## src/rtl/surf_wdog_pkg.sv

```systemverilog
// Shared types and register map for the SURF housekeeping watchdog.
package surf_wdog_pkg;

  typedef enum logic [1:0] {
    ARMED     = 2'd0,
    NULLING   = 2'd1,
    TRIGGERED = 2'd2,
    HOLDOFF   = 2'd3
  } wdog_state_e;

  // Register index, taken from byte address bits [3:2]
  localparam logic [1:0] REG_CTRL    = 2'd0;
  localparam logic [1:0] REG_STAT    = 2'd1;
  localparam logic [1:0] REG_RXIDLE  = 2'd2;
  localparam logic [1:0] REG_HOLDOFF = 2'd3;

  // CTRL bit positions
  localparam int CTRL_AUTO_BIT  = 8;
  localparam int CTRL_NCNT_LSB  = 12;
  localparam int CTRL_FORCE_BIT = 31;

  // STAT bit positions
  localparam int STAT_LIVE_LSB = 8;
  localparam int STAT_TRIG_BIT = 16;
  localparam int STAT_NULL_BIT = 17;
  localparam int STAT_CNT_LSB  = 24;

  // Null run length in bit times; a byte count of 0 behaves as 1
  function automatic logic [15:0] null_len(input logic [3:0]  n,
                                           input int unsigned bits_per_byte);
    logic [3:0] n_eff;
    n_eff = (n == 4'd0) ? 4'd1 : n;
    return 16'(32'(n_eff) * bits_per_byte);
  endfunction

endpackage

```

## src/rtl/hsk_bit_timer.sv

```systemverilog
// Bit-time timer: a CLKS_PER_BIT prescaler driving a loadable down-counter
// of bit times. o_done is high in the last cycle of the loaded interval
// (or immediately when the counter holds zero).
module hsk_bit_timer #(
  parameter int CLKS_PER_BIT = 400
) (
  input  logic        i_clk,
  input  logic        i_rst_n,
  input  logic        i_load,
  input  logic [15:0] i_bits,
  output logic        o_done
);

  localparam int            PW       = (CLKS_PER_BIT > 1) ? $clog2(CLKS_PER_BIT) : 1;
  localparam logic [PW-1:0] PRE_LAST = PW'(CLKS_PER_BIT - 1);

  logic [PW-1:0] r_pre;
  logic [15:0]   r_bits;

  // Prescaler wraps once per bit time and decrements the remaining bit count
  always_ff @(posedge i_clk or negedge i_rst_n) begin
    // NOTE: state registers use non-blocking assignments so every flop
    // samples pre-edge values, independent of statement order.
    if (!i_rst_n) begin
      r_pre  <= '0;
      r_bits <= '0;
    end else if (i_load) begin
      r_pre  <= '0;
      r_bits <= i_bits;
    end else if (r_bits != 16'd0) begin
      if (r_pre == PRE_LAST) begin
        r_pre  <= '0;
        r_bits <= r_bits - 16'd1;
      end else begin
        r_pre <= r_pre + 1'b1;
      end
    end
  end

  assign o_done = (r_bits == 16'd0) || ((r_bits == 16'd1) && (r_pre == PRE_LAST));

endmodule

```

## src/rtl/surf_watchdog_ctrl.sv

```systemverilog
// SURF housekeeping watchdog: clock-loss trigger, null-byte run toward the
// TURFIO, optional auto re-arm, RX idle-interval counter, Wishbone target.
module surf_watchdog_ctrl
  import surf_wdog_pkg::*;
#(
  parameter int NUM_SRC      = 6,
  parameter int CLKS_PER_BIT = 400,
  parameter int NULL_BITS    = 9,
  parameter int RX_IDLE_CLKS = 3400,
  parameter int WB_ADR_BITS  = 4
) (
  input  logic                   wb_clk_i,
  input  logic                   wb_rst_ni,
  input  logic                   wb_cyc_i,
  input  logic                   wb_stb_i,
  input  logic                   wb_we_i,
  input  logic [WB_ADR_BITS-1:0] wb_adr_i,
  input  logic [3:0]             wb_sel_i,
  input  logic [31:0]            wb_dat_i,
  output logic [31:0]            wb_dat_o,
  output logic                   wb_ack_o,
  output logic                   wb_err_o,
  output logic                   wb_rty_o,
  input  logic [NUM_SRC-1:0]     clk_ok_i,
  input  logic                   hsk_rx_i,
  output logic                   watchdog_trigger_o,
  output logic                   watchdog_null_o
);

  localparam int            RW       = $clog2(RX_IDLE_CLKS + 1);
  localparam logic [RW-1:0] RUN_LAST = RW'(RX_IDLE_CLKS - 1);

  wdog_state_e        r_state, w_next;
  logic               r_ack;
  logic [NUM_SRC-1:0] r_mask, r_sticky, r_prev;
  logic               r_auto;
  logic [3:0]         r_ncnt;
  logic [15:0]        r_holdoff, r_rxidle;
  logic [7:0]         r_trig_cnt;
  logic [RW-1:0]      r_run;

  logic               w_wr, w_wr_ctrl, w_wr_stat, w_wr_hold;
  logic [1:0]         w_reg;
  logic [NUM_SRC-1:0] w_fall, w_w1c;
  logic               w_force, w_rearm, w_trig_evt;
  logic               w_tmr_load, w_tmr_done;
  logic [15:0]        w_tmr_bits;
  logic [31:0]        w_rdata;
  logic               w_unused;

  assign w_reg     = wb_adr_i[3:2];
  assign w_wr      = wb_cyc_i & wb_stb_i & wb_we_i & r_ack;
  assign w_wr_ctrl = w_wr && (w_reg == REG_CTRL);
  assign w_wr_stat = w_wr && (w_reg == REG_STAT);
  assign w_wr_hold = w_wr && (w_reg == REG_HOLDOFF);

  assign w_fall     = r_prev & ~clk_ok_i;
  assign w_w1c      = (w_wr_stat && wb_sel_i[0]) ? wb_dat_i[NUM_SRC-1:0] : '0;
  assign w_force    = w_wr_ctrl & wb_sel_i[3] & wb_dat_i[CTRL_FORCE_BIT];
  assign w_rearm    = w_wr_stat & wb_sel_i[2] & wb_dat_i[STAT_TRIG_BIT];
  assign w_trig_evt = (r_state == ARMED) && ((|(w_fall & r_mask)) || w_force);

  assign watchdog_trigger_o = (r_state != ARMED);
  assign watchdog_null_o    = (r_state == NULLING);
  assign wb_ack_o = r_ack;
  assign wb_err_o = 1'b0;
  assign wb_rty_o = 1'b0;
  assign wb_dat_o = w_rdata;
  assign w_unused = ^{wb_adr_i, wb_dat_i, wb_sel_i};

  hsk_bit_timer #(.CLKS_PER_BIT(CLKS_PER_BIT)) u_timer (
    .i_clk   (wb_clk_i),
    .i_rst_n (wb_rst_ni),
    .i_load  (w_tmr_load),
    .i_bits  (w_tmr_bits),
    .o_done  (w_tmr_done)
  );

  // State register
  always_ff @(posedge wb_clk_i or negedge wb_rst_ni) begin
    if (!wb_rst_ni) r_state <= ARMED;
    else            r_state <= w_next;
  end

  // Next state and timer load; falls outside ARMED are ignored here
  always_comb begin
    // NOTE: every output of this block gets a default first, so no path
    // leaves a value unassigned and no latch is inferred.
    w_next     = r_state;
    w_tmr_load = 1'b0;
    w_tmr_bits = '0;
    case (r_state)
      ARMED: if (w_trig_evt) begin
        w_next     = NULLING;
        w_tmr_load = 1'b1;
        w_tmr_bits = null_len(r_ncnt, NULL_BITS);
      end
      NULLING: if (w_tmr_done) begin
        if (r_auto) begin
          w_next     = HOLDOFF;
          w_tmr_load = 1'b1;
          w_tmr_bits = r_holdoff;
        end else begin
          w_next = TRIGGERED;
        end
      end
      TRIGGERED: if (w_rearm)    w_next = ARMED;
      HOLDOFF:   if (w_tmr_done) w_next = ARMED;
      default:                   w_next = ARMED;
    endcase
  end

  // Wishbone ack, control registers, loss history and trigger count
  always_ff @(posedge wb_clk_i or negedge wb_rst_ni) begin
    if (!wb_rst_ni) begin
      r_ack      <= 1'b0;
      r_mask     <= '0;
      r_auto     <= 1'b0;
      r_ncnt     <= 4'd1;
      r_holdoff  <= 16'hFFFF;
      r_prev     <= '0;
      r_sticky   <= '0;
      r_trig_cnt <= '0;
    end else begin
      r_ack    <= wb_cyc_i & wb_stb_i & ~r_ack;
      r_prev   <= clk_ok_i;
      // A new fall outranks a simultaneous clear of the same bit
      r_sticky <= (r_sticky & ~w_w1c) | w_fall;
      if (w_trig_evt && (r_trig_cnt != 8'hFF)) r_trig_cnt <= r_trig_cnt + 8'd1;
      if (w_wr_ctrl && wb_sel_i[0]) r_mask <= wb_dat_i[NUM_SRC-1:0];
      if (w_wr_ctrl && wb_sel_i[1]) begin
        r_auto <= wb_dat_i[CTRL_AUTO_BIT];
        r_ncnt <= wb_dat_i[CTRL_NCNT_LSB +: 4];
      end
      if (w_wr_hold && wb_sel_i[0]) r_holdoff[7:0]  <= wb_dat_i[7:0];
      if (w_wr_hold && wb_sel_i[1]) r_holdoff[15:8] <= wb_dat_i[15:8];
    end
  end

  // RX idle: count runs of high cycles, any low cycle clears everything
  always_ff @(posedge wb_clk_i or negedge wb_rst_ni) begin
    if (!wb_rst_ni) begin
      r_run    <= '0;
      r_rxidle <= '0;
    end else if (!hsk_rx_i) begin
      r_run    <= '0;
      r_rxidle <= '0;
    end else if (r_run == RUN_LAST) begin
      r_run <= '0;
      if (r_rxidle != 16'hFFFF) r_rxidle <= r_rxidle + 16'd1;
    end else begin
      r_run <= r_run + 1'b1;
    end
  end

  // Read data mux
  always_comb begin
    w_rdata = '0;
    case (w_reg)
      REG_CTRL: begin
        w_rdata[NUM_SRC-1:0]          = r_mask;
        w_rdata[CTRL_AUTO_BIT]        = r_auto;
        w_rdata[CTRL_NCNT_LSB +: 4]   = r_ncnt;
      end
      REG_STAT: begin
        w_rdata[NUM_SRC-1:0]             = r_sticky;
        w_rdata[STAT_LIVE_LSB +: NUM_SRC] = clk_ok_i;
        w_rdata[STAT_TRIG_BIT]           = watchdog_trigger_o;
        w_rdata[STAT_NULL_BIT]           = watchdog_null_o;
        w_rdata[STAT_CNT_LSB +: 8]       = r_trig_cnt;
      end
      REG_RXIDLE:  w_rdata[15:0] = r_rxidle;
      REG_HOLDOFF: w_rdata[15:0] = r_holdoff;
      default:     w_rdata = '0;
    endcase
  end

endmodule

```

## config.mk

```make
export PLATFORM = sky130hd
export DESIGN_NAME = surf_watchdog_ctrl
export DESIGN_NICKNAME = d
export VERILOG_FILES = /design/src/rtl/surf_wdog_pkg.sv /design/src/rtl/hsk_bit_timer.sv /design/src/rtl/surf_watchdog_ctrl.sv
export SDC_FILE = /design/constraint.sdc
export NUM_CORES = 1
export LEC_CHECK = 0
export ABC_CLOCK_PERIOD_IN_PS = 4810
export CORE_MARGIN = 8
export CORE_UTILIZATION = 55
export CTS_CLUSTER_SIZE = 14
export DETAILED_ROUTE_END_ITERATION = 7
export PLACE_DENSITY = 0.8
export SETUP_SLACK_MARGIN = 0.5
export SLEW_MARGIN = 30
export SYNTH_ARGS = -nofsm -noshare
export SYNTH_HDL_FRONTEND = slang
export SYNTH_SLANG_ARGS = --single-unit
```

## constraint.sdc

```tcl
create_clock -name wb_clk_i -period 4.81 [get_ports wb_clk_i]
set_clock_uncertainty 0.05 [all_clocks]
set_input_delay 0.962 -clock wb_clk_i [delete_from_list [all_inputs] [get_ports wb_clk_i]]
set_output_delay 0.962 -clock wb_clk_i [all_outputs]
set_load 0.02 [all_outputs]
```

==> run summary <==
Cell Rows - 37
Post-synthesis cell type with the largest combined area - sky130_fd_sc_hd__dfrtp_1
Number of top-level pins - 89
Wire length reported by the detailed router - 13600 um
Post-CTS setup buffers - 0
Highest Signal Layer - met4
Part of the Yosys area used for sequential elements - 46.5%
Worst stage delay on the critical path - 0.93 ns
RSZ-0062 raised after global routing - no
Async SR Flop Fraction - 100%
DRT antenna net count - 0
Result of the run - complete, no violations
Die Span X - 117 um
Syn avg cell area - 10.6 sq um
Sequential fraction of design power - 57.8%
Synth Flop Type - sky130_fd_sc_hd__dfrtp_1
DP HPWL - 9870 um
Clock network fraction of design power - 31.8%
Starting density of the core - 55.4%
Cell types with the largest area share after synthesis - sky130_fd_sc_hd__dfrtp_1, sky130_fd_sc_hd__dfstp_2, sky130_fd_sc_hd__mux2_2, sky130_fd_sc_hd__mux4_2, sky130_fd_sc_hd__a22o_1
Total via count after detailed routing - 4366
Leading cell type by number of instances after synthesis - sky130_fd_sc_hd__dfrtp_1
Bufs on Longest Clock Path - 2
Grt total ovfl - 0
Number of antenna violations at the first check in global routing - 0
Number of violations of the max-capacitance limit - 0
VDD IR max - 0.185 mV
Clock Latency Late Sink - 0.37 ns
Number of buffers inserted for hold repair after clock tree synthesis - 0
Vias in the first global route - 4473
Wire length of the first global-routing pass - 22700 um
RePlAce Congestion - 0.877
Netlist area before placement - 5590 sq um
Hold Path Class - flip-flop to flip-flop
CTS HTree Levels - 3
Top delay family on crit path - buffers and inverters
Worst path arrival time - 3.07 ns
TritonCTS clock tree - yes
Kind of launch point of the worst setup path - input pin
Net Switching - 402 uW
Distinct cell type count after synthesis - 59
Power Dens Cells - 244 nW/um^2
Max-slew violation total from the final report - 0
Worst Setup Slack post-DPL - 0.748 ns
Final core utilization - 64.9%
WP buf/inv - 2
Per-cell via count in the routed design - 5.96
Sink Count - 103
Clock period minus worst slack - 4.08 ns
Met3 Wirelength - 680 um
DRT iter0 DRCs - 244
Total length of routed met2 wires - 6710 um
Nets - 652
Overall Global Routing Usage - 21.3%
Number of synthesized flops with an enable pin - 0
Std-Cell Core Area - 10100 sq um
Category of the most critical setup path - input pin to output port
Most frequent cells after synthesis - sky130_fd_sc_hd__dfrtp_1, sky130_fd_sc_hd__nand2_1, sky130_fd_sc_hd__mux2_2, sky130_fd_sc_hd__nor2_1, sky130_fd_sc_hd__o21ai_0
Post-synthesis to final-layout area growth - 17.2%
Slowest stage cell on the critical path - sky130_fd_sc_hd__clkdlybuf4s50_1
Hold violation total from the final report - 0
Count of TritonRoute iterations in the first routing pass - 5
Clock tree root buffer cell - sky130_fd_sc_hd__clkbuf_8
Maximum number of pins on one net before global-route repair - 72
Final worst path period share - 84.9%
DR DRC count - 0
Flop and latch count out of synthesis - 103
Maximum net fanout on the critical path - 15
Layout cell share with drive strength beyond 1 - 16.4%
Synthesized instance count - 527
Share of total power in combinational logic - 10.4%
Cell Chain, Critical Path - clkdlybuf4s50_1, mux4_2, clkdlybuf4s50_1
Inserted Clock Buffers - 9
Req. time, crit path - 3.80 ns
Post-CTS clock slew at the launch and capture registers of the worst setup and hold paths - 0.09 ns
Routed len/inst - 18.5 um
Post-cts resize count - 0
Post-route setup TNS - 0 ns
Max Fclk - 245 MHz
Internal Dissipation - 1190 uW
Nature of the critical path endpoint - output port
Die ar. - 13600 sq um
Total routed wire length on the met1 layer - 5930 um
Fraction of power spent switching nets - 25.2%
IO buf count - 64
Crit path top cell by count - sky130_fd_sc_hd__clkdlybuf4s50_1
Antenna cell count - 0
Fraction of post-synthesis cell area in the top cell type by area - 38.5%
Overall die height - 117 um
Worst-margin pin slew - 0.784 ns
Synth Warn # - 0
Worst Setup Slack, final - 0.729 ns
Max-slew headroom at the worst pin - 47.2%
Leakage power total - 0.00275 uW
Setup violations, final - 0
-- sequential cells by signal, summed over array words and instances, names as in the netlist --
signal / flops
r_holdoff: 16
r_rxidle: 16
u_timer.r_bits: 16
r_run: 12
u_timer.r_pre: 9
r_trig_cnt: 8
r_mask: 6
r_prev: 6
r_sticky: 6
r_ncnt: 4
r_state: 2
r_auto: 1
wb_ack_o: 1
-- power by group through the flow --
stage	Sequential [uW]	Clock, uW	Combinational, uW
4_1_cts	922	516	167
2_1_floorplan	927	0	88.0
3_3_place_gp	937	0	161
5_1_grt	926	545	181
6_report	923	507	166
3_5_place_dp	938	0	165
-- cells in the final DEF, fill, tap and decap left out, drive strengths merged, types with 3 or more instances in the layout --
master	instances
nor2b	12
a31oi	3
a22oi	8
nand3	13
o21ai	30
dfstp	17
o31ai	4
and2	27
clkdlybuf4s50	63
a22o	22
inv	12
nand4	21
ha	9
a21o	7
buf	12
mux4	9
mux2	32
nor2	29
nand2	41
nor4	9
xnor2	22
nor3	16
conb	8
clkinv	4
a21boi	4
dfrtp	86
mux2i	4
clkbuf	12
or3	3
xor2	10
o211ai	3
and3	16
-- kinds of logic (layout without fill, tap and decap cells) --
logic type | after synthesis | after routing | synth area share, %
XOR/XNOR | 32 | 32 | 5.01
other | 1 | 8 | 0.0671
buffers and inverters | 41 | 103 | 3.34
AO/OA/AOI/OAI | 98 | 98 | 13.1
adder cells (fa/ha/maj) | 9 | 9 | 2.01
multiplexers | 45 | 45 | 10.8
AND/OR/NAND/NOR | 198 | 198 | 19.2
flip-flops | 103 | 103 | 46.5
-- path summary, 6_finish.rpt --
path,cells past startpoint,slack [ns],end,startpoint
setup / recovery,3,0.73,wb_dat_o[4],wb_adr_i[3]
hold / removal,1,0.39,wb_ack_o,wb_ack_o
setup reg to reg,6,2.04,r_rxidle[8],r_run[9]
hold reg to reg,1,0.39,wb_ack_o,wb_ack_o
max in group asynchronous,2,3.26,r_holdoff[7],wb_rst_ni
min in group asynchronous,1,0.53,u_timer.r_pre[3],wb_rst_ni
-- cell type report --
type | instances | area, sq um
clock buffers | 12 | 155
inverters | 12 | 45.0
fillers | 794 | 3540
well taps | 136 | 170
flip-flops and latches | 103 | 2600
repair buffers | 75 | 724
clock inverters | 4 | 20.0
multi-input cells | 390 | 2840
-- metal layers --
metal,GRT usage (%),vias up
li1,-,2026
met1,27.6,2205
met2,35.2,121
met3,3.49,14
met4,8.19,0
met5,0,-
-- through the flow --
| stage | hold slack (ns) | std cells | total power, uW | area, sq um |
|---|---|---|---|---|
| detailed placement | 0.383 | 716 | 1100 | 6370 |
| CTS | 0.395 | 732 | 1600 | 6550 |
| global placement | 0.376 | 716 | 1100 | 6360 |
| global route | 0.413 | 732 | 1650 | 6550 |
| floorplan | 0.394 | 534 | 1020 | 5620 |
| finish | 0.393 | 732 | 1600 | 6550 |
(Power assumes the default switching activity.)
